### config.mk
export PLATFORM = sky130hd
export DESIGN_NAME = can_field_sequencer
export DESIGN_NICKNAME = d
export VERILOG_FILES = /design/src/rtl/can_pkg.sv /design/src/rtl/can_dlc_decoder.sv /design/src/rtl/can_field_sequencer.sv
export SDC_FILE = /design/constraint.sdc
export NUM_CORES = 1
export LEC_CHECK = 0
export CAP_MARGIN = 15
export CORE_MARGIN = 8
export CORE_UTILIZATION = 57
export CTS_CLUSTER_DIAMETER = 50
export CTS_CLUSTER_SIZE = 16
export DETAILED_ROUTE_END_ITERATION = 10
export PLACE_DENSITY = 0.91
export SLEW_MARGIN = 20
export SYNTH_ARGS = -nofsm -noshare
export SYNTH_HDL_FRONTEND = slang
export SYNTH_SLANG_ARGS = --single-unit
### constraint.sdc
create_clock -name SP -period 5 [get_ports SP]
set_clock_uncertainty 0.05 [all_clocks]
set_input_delay 1 -clock SP [delete_from_list [all_inputs] [get_ports SP]]
set_output_delay 1 -clock SP [all_outputs]
set_load 0.03 [all_outputs]
### src/rtl/can_pkg.sv
// Shared CAN frame field encodings and fixed field lengths for the decoder blocks.
package can_pkg;

  typedef enum logic [4:0] {
    INTEGRATE = 5'd0,
    IDLE      = 5'd1,
    ID_A      = 5'd2,
    SRR_RTR   = 5'd3,
    IDE       = 5'd4,
    ID_B      = 5'd5,
    RTR_EXT   = 5'd6,
    R1        = 5'd7,
    R0        = 5'd8,
    DLC       = 5'd9,
    DATA      = 5'd10,
    CRC       = 5'd11,
    CRC_DELIM = 5'd12,
    ACK_SLOT  = 5'd13,
    ACK_D     = 5'd14,
    EOF       = 5'd15,
    IFS       = 5'd16
  } field_t;

  localparam int ID_A_LEN = 11;
  localparam int ID_B_LEN = 18;
  localparam int DLC_LEN  = 4;
  localparam int CRC_LEN  = 15;

  // Counter load value for a field of the given length.
  function automatic logic [6:0] len_m1(input int len);
    return 7'(len - 1);
  endfunction

endpackage

### src/rtl/can_dlc_decoder.sv
// Maps (DLC, RTR) to the number of data-field bits, clamping DLC above MAX_BYTES.
module can_dlc_decoder #(
  parameter int MAX_BYTES = 8
) (
  input  logic [3:0] dlc,
  input  logic       rtr,
  output logic [6:0] data_bits
);

  localparam logic [3:0] CAP_DLC  = 4'(MAX_BYTES);
  localparam logic [6:0] CAP_BITS = 7'(MAX_BYTES * 8);

  always_comb begin
    data_bits = 7'd0;
    if (rtr)
      data_bits = 7'd0;
    else if (dlc > CAP_DLC)
      data_bits = CAP_BITS;
    else
      data_bits = {dlc, 3'b000};
  end

endmodule

### src/rtl/can_field_sequencer.sv
// Bit-level CAN frame sequencer: state/counter registers label the next bit to be sampled.
module can_field_sequencer
  import can_pkg::*;
#(
  parameter int IDLE_BITS = 11,
  parameter int EOF_BITS  = 7,
  parameter int IFS_BITS  = 3,
  parameter int MAX_BYTES = 8
) (
  input  logic       SP,
  input  logic       reset,
  input  logic       RX,
  input  logic       BIT_VALID,
  input  logic       ERROR_IN,
  output logic       F_CRC_D,
  output logic       F_ACK_SLOT,
  output logic       F_ACK_D,
  output logic       F_EOF,
  output logic       STUFF_EN,
  output logic [4:0] FIELD,
  output logic [6:0] BIT_CNT,
  output logic [3:0] DLC_OUT,
  output logic       IDE_OUT,
  output logic       RTR_OUT,
  output logic       FRAME_DONE
);

  localparam logic [6:0] IDLE_M1 = len_m1(IDLE_BITS);
  localparam logic [6:0] EOF_M1  = len_m1(EOF_BITS);
  localparam logic [6:0] IFS_M1  = len_m1(IFS_BITS);
  localparam logic [6:0] ID_A_M1 = len_m1(ID_A_LEN);
  localparam logic [6:0] ID_B_M1 = len_m1(ID_B_LEN);
  localparam logic [6:0] DLC_M1  = len_m1(DLC_LEN);
  localparam logic [6:0] CRC_M1  = len_m1(CRC_LEN);

  field_t     state_reg, state_next;
  logic [6:0] cnt_reg, cnt_next;
  logic [3:0] shift_reg, shift_next;
  logic [3:0] dlc_reg, dlc_next;
  logic       ide_reg, ide_next;
  logic       rtr_reg, rtr_next;
  logic       done_reg, done_next;

  logic       in_frame;
  logic       in_stuffed;
  logic       accept;
  logic [3:0] dlc_shifted;
  logic [6:0] data_bits;

  assign in_frame    = (state_reg != INTEGRATE) && (state_reg != IDLE);
  assign in_stuffed  = state_reg inside {ID_A, SRR_RTR, IDE, ID_B, RTR_EXT, R1, R0, DLC, DATA, CRC};
  assign accept      = BIT_VALID || !in_stuffed;
  assign dlc_shifted = {shift_reg[2:0], RX};

  // Length is decided from the DLC including the bit being sampled now.
  can_dlc_decoder #(
    .MAX_BYTES (MAX_BYTES)
  ) u_dlc_decoder (
    .dlc       (dlc_shifted),
    .rtr       (rtr_reg),
    .data_bits (data_bits)
  );

  always_ff @(posedge SP) begin
    if (reset) begin
      state_reg <= INTEGRATE;
      cnt_reg   <= IDLE_M1;
      shift_reg <= 4'd0;
      dlc_reg   <= 4'd0;
      ide_reg   <= 1'b0;
      rtr_reg   <= 1'b0;
      done_reg  <= 1'b0;
    end else begin
      state_reg <= state_next;
      cnt_reg   <= cnt_next;
      shift_reg <= shift_next;
      dlc_reg   <= dlc_next;
      ide_reg   <= ide_next;
      rtr_reg   <= rtr_next;
      done_reg  <= done_next;
    end
  end

  always_comb begin
    state_next = state_reg;
    cnt_next   = cnt_reg;
    shift_next = shift_reg;
    dlc_next   = dlc_reg;
    ide_next   = ide_reg;
    rtr_next   = rtr_reg;
    done_next  = 1'b0;

    if (in_frame && !ERROR_IN) begin
      state_next = INTEGRATE;
      cnt_next   = IDLE_M1;
    end else if (state_reg == INTEGRATE) begin
      if (!RX)
        cnt_next = IDLE_M1;
      else if (cnt_reg != 7'd0)
        cnt_next = cnt_reg - 7'd1;
      else begin
        state_next = IDLE;
        cnt_next   = 7'd0;
      end
    end else if (state_reg == IDLE) begin
      if (!RX) begin
        state_next = ID_A;
        cnt_next   = ID_A_M1;
      end
    end else if (state_reg == IFS && !RX && cnt_reg < IFS_M1) begin
      // Dominant after the first intermission bit is a new SOF.
      state_next = ID_A;
      cnt_next   = ID_A_M1;
    end else if (accept) begin
      if (state_reg == DLC)
        shift_next = dlc_shifted;
      if (cnt_reg != 7'd0) begin
        cnt_next = cnt_reg - 7'd1;
      end else begin
        cnt_next = 7'd0;
        case (state_reg)
          ID_A:    state_next = SRR_RTR;
          SRR_RTR: begin
            rtr_next   = RX;
            state_next = IDE;
          end
          IDE: begin
            ide_next = RX;
            if (RX) begin
              state_next = ID_B;
              cnt_next   = ID_B_M1;
            end else begin
              state_next = R0;
            end
          end
          ID_B:    state_next = RTR_EXT;
          RTR_EXT: begin
            rtr_next   = RX;
            state_next = R1;
          end
          R1:      state_next = R0;
          R0: begin
            state_next = DLC;
            cnt_next   = DLC_M1;
          end
          DLC: begin
            dlc_next = dlc_shifted;
            if (data_bits != 7'd0) begin
              state_next = DATA;
              cnt_next   = data_bits - 7'd1;
            end else begin
              state_next = CRC;
              cnt_next   = CRC_M1;
            end
          end
          DATA: begin
            state_next = CRC;
            cnt_next   = CRC_M1;
          end
          CRC:       state_next = CRC_DELIM;
          CRC_DELIM: state_next = ACK_SLOT;
          ACK_SLOT:  state_next = ACK_D;
          ACK_D: begin
            state_next = EOF;
            cnt_next   = EOF_M1;
          end
          EOF: begin
            state_next = IFS;
            cnt_next   = IFS_M1;
          end
          IFS: begin
            state_next = IDLE;
            done_next  = 1'b1;
          end
          default: begin
            state_next = INTEGRATE;
            cnt_next   = IDLE_M1;
          end
        endcase
      end
    end
  end

  assign F_CRC_D    = (state_reg != CRC_DELIM);
  assign F_ACK_SLOT = (state_reg != ACK_SLOT);
  assign F_ACK_D    = (state_reg != ACK_D);
  assign F_EOF      = (state_reg != EOF);
  assign STUFF_EN   = in_stuffed;
  assign FIELD      = state_reg;
  assign BIT_CNT    = cnt_reg;
  assign DLC_OUT    = dlc_reg;
  assign IDE_OUT    = ide_reg;
  assign RTR_OUT    = rtr_reg;
  assign FRAME_DONE = done_reg;

endmodule

==> flow_summary.yaml <==
status:
  status: "finished clean"
sta:
  fmax_ghz: 0.2798
  relSlewSlack_pct: 41.79
  finalWorstSetupSlack_ns: 1.426
  report.final.setup_viol: 0
  final.setup.tns_ns: 0
  timing.final.crit_share_pct: 71.47
  hold_violations: 0
  maxSlewViolCount: 0
  final_period_minus_worst_setup_slack_ns: 3.574
  worstMarginPinSlew_ns: 0.8719
  rsz0062_at_grt: "false"
setup_path:
  crit_path_max_fanout: 21
  crit_path_end_kind: "primary output"
  type_of_the_worst_setup_path: "reg2out"
  start_kind: "register"
  worst-endpoint-required_ns: 3.95
  arrival_ns: 2.52
floorplanning:
  dieWidth_um: 70.16
  fp.coreArea_um2: 2781
  die_h_um: 70.16
  rows: 19
  initial_core_util_pct: 60.10
  design.die.area_um2: 4922
  ios: 29
clock_network:
  ctsResizeCount: 0
  holdBufCountCts: 0
  cts-htree-levels: 1
  worst_skew_pair.late_latency_ns: 0.30
  tritoncts.num_buffers: 3
  cts_setup_buffers: 0
  clockBufferDepth: 2
  ctsRootBufferMaster: "sky130_fd_sc_hd__clkbuf_4"
  clkSinkCount: 22
  clock_pin_slew_worst_setup_and_hold_paths_ns: 0.12
  tritoncts: "yes"
yosys:
  postSynthCellCount: 209
  sequential_to_total_area_share_from_yosys_stat_pct: 26.35
  netlist_area_um2: 1672
  count_of_unique_library_cells_instantiated_by_yosys: 65
  synth_seq_cells: 22
  post_synth_edffs: 0
  synth_warnings: 0
  synth.avg_cell_area_um2: 7.998
  synth-async-reset-ratio_pct: 0
  synth_fp_nets: 217
  ys.flop_type: "sky130_fd_sc_hd__dfxtp_1"
detailed_routing:
  drt_pre_antenna_iters: 5
  detailed_route_wl_mm: 4.648
  number_of_vias_after_detailed_routing: 1759
  wl_per_cell_um: 18.23
  detailedRoute.firstIterationViolations: 311
  postRouteAntennaNets: 0
  routed_via_density: 6.898
  drc: 0
finish:
  fraction_of_final_layout_cells_sized_beyond_drive_strength_1_pct: 5.804
  flip_flop_count_of_the_largest_register_all_copies_and_words_added: 7
  final-instance-count-excl-fill: 255
  layout.cells.most_common_list: "28 x sky130_fd_sc_hd__clkdlybuf4s50_1, 22 x sky130_fd_sc_hd__dfxtp_1, 19 x sky130_fd_sc_hd__nor2_1"
  fillCellCount: 227
  syn_to_final_growth_pct: 16.84
  num_antenna_cells: 0
  final_common_cell: "sky130_fd_sc_hd__clkdlybuf4s50_1"
  layout_nets: 233
global_routing:
  grt_antenna_before_repair: 0
  grt_pass1_vias: 1608
  grt_first_pass_wirelength_mm: 7.983
  grt.overflow.total: 0
  grt_start_max_net_pins: 27
  grt_usage_pct: 18.52
placed_design:
  io_buffers: 28
  dp.final_hpwl_mm: 3.315
  gp_routability_congestion: 0.9439
  place_inst: 251
  dpl_worst_slack_ns: 1.449
pwr:
  p_leak_nw: 0.7295
  power_w: 0.0003396
  power.density_cell_area_nw_per_um2: 173.9
  vdd_ir_drop_max_v: 0.0001541
worst_hold_path:
  min-delay-path-class: "reg2reg"
job:
  maxCapViolCount: 0
final cells by class:
| cell class | instances | area (um2) | share of cell area, % |
|---|---|---|---|
| multi-input combinational | 163 | 1131 | 57.91 |
| sequential | 22 | 440.4 | 22.55 |
| timing repair buffer | 28 | 280.3 | 14.35 |
| tap | 31 | 38.79 | 1.986 |
| clock buffer | 4 | 36.28 | 1.858 |
| inverter | 7 | 26.28 | 1.345 |
path summary, 6_finish.rpt:
path | from | depth (start not counted) | slack, ns | to
max reg2reg | FIELD[0] | 5 | 2.40 | DLC_OUT[0]
max | FIELD[4] | 5 | 1.43 | F_EOF
min | DLC_OUT[3] | 2 | 0.46 | DLC_OUT[3]
min reg2reg | DLC_OUT[3] | 2 | 0.46 | DLC_OUT[3]
Yosys cell counts (all sizes together), types with 3 or more instances:
cell type	instances	area, um2
a21oi	10	50.05
nand2b	3	26.27
nor2b	3	18.77
inv	7	26.27
nor3	7	40.04
nor3b	4	30.03
nor4bb	3	30.03
a211oi	5	37.54
nand3	5	25.02
o21ai	9	45.04
ha	3	37.54
clkbuf	12	45.04
nor4	8	56.30
mux2i	10	100.1
or4	4	30.03
nor2	19	71.32
buf	5	28.77
dfxtp	22	440.4
nand2	18	67.56
metal layers:
layer | routed length, um | vias to the layer above | GRT usage (%)
met3 | 441 | 11 | 4.520
met5 | 0 | - | 0
li1 | - | 825 | -
met4 | 77 | 0 | 4.464
met1 | 2062 | 804 | 26.05
met2 | 2067 | 119 | 27.41
critical path, stage by stage (launching register included):
cell and delay (ns):
sky130_fd_sc_hd__dfxtp_1 0.81, sky130_fd_sc_hd__inv_1 0.25, sky130_fd_sc_hd__and3_1 0.25, sky130_fd_sc_hd__and3_1 0.20, sky130_fd_sc_hd__inv_1 0.05, sky130_fd_sc_hd__clkdlybuf4s50_1 0.66
metrics by stage:
stage	utilization (%)	area, um2	hold slack [ns]
after global routing	70.22	1953	0.5206
final	70.22	1953	0.4628
after floorplan	-	1672	0.4693
after global placement	68.92	1917	0.4308
after detailed placement	68.92	1917	0.4407
after CTS	70.22	1953	0.4711
report_power, final:
group | switching (W) | leakage, nW | internal (W) | total, W
registers | 0.00000753 | 0.178 | 0.000178 | 0.000186
logic | 0.0000325 | 0.531 | 0.0000228 | 0.0000553
clock network | 0.0000540 | 0.0210 | 0.0000444 | 0.0000984
cells by family after synthesis:
| logic type | after synthesis | synth area share (%) |
|---|---|---|
| xor gates and xnor gates | 3 | 1.572 |
| adders and majority gates | 3 | 2.246 |
| muxes | 11 | 6.662 |
| AOI/OAI and AO/OA | 56 | 24.40 |
| and+or+nand+nor | 90 | 32.78 |
| DFF | 22 | 26.35 |
| buffers and inverters | 24 | 5.987 |
Note: power is estimated with default switching activity, not from simulation.
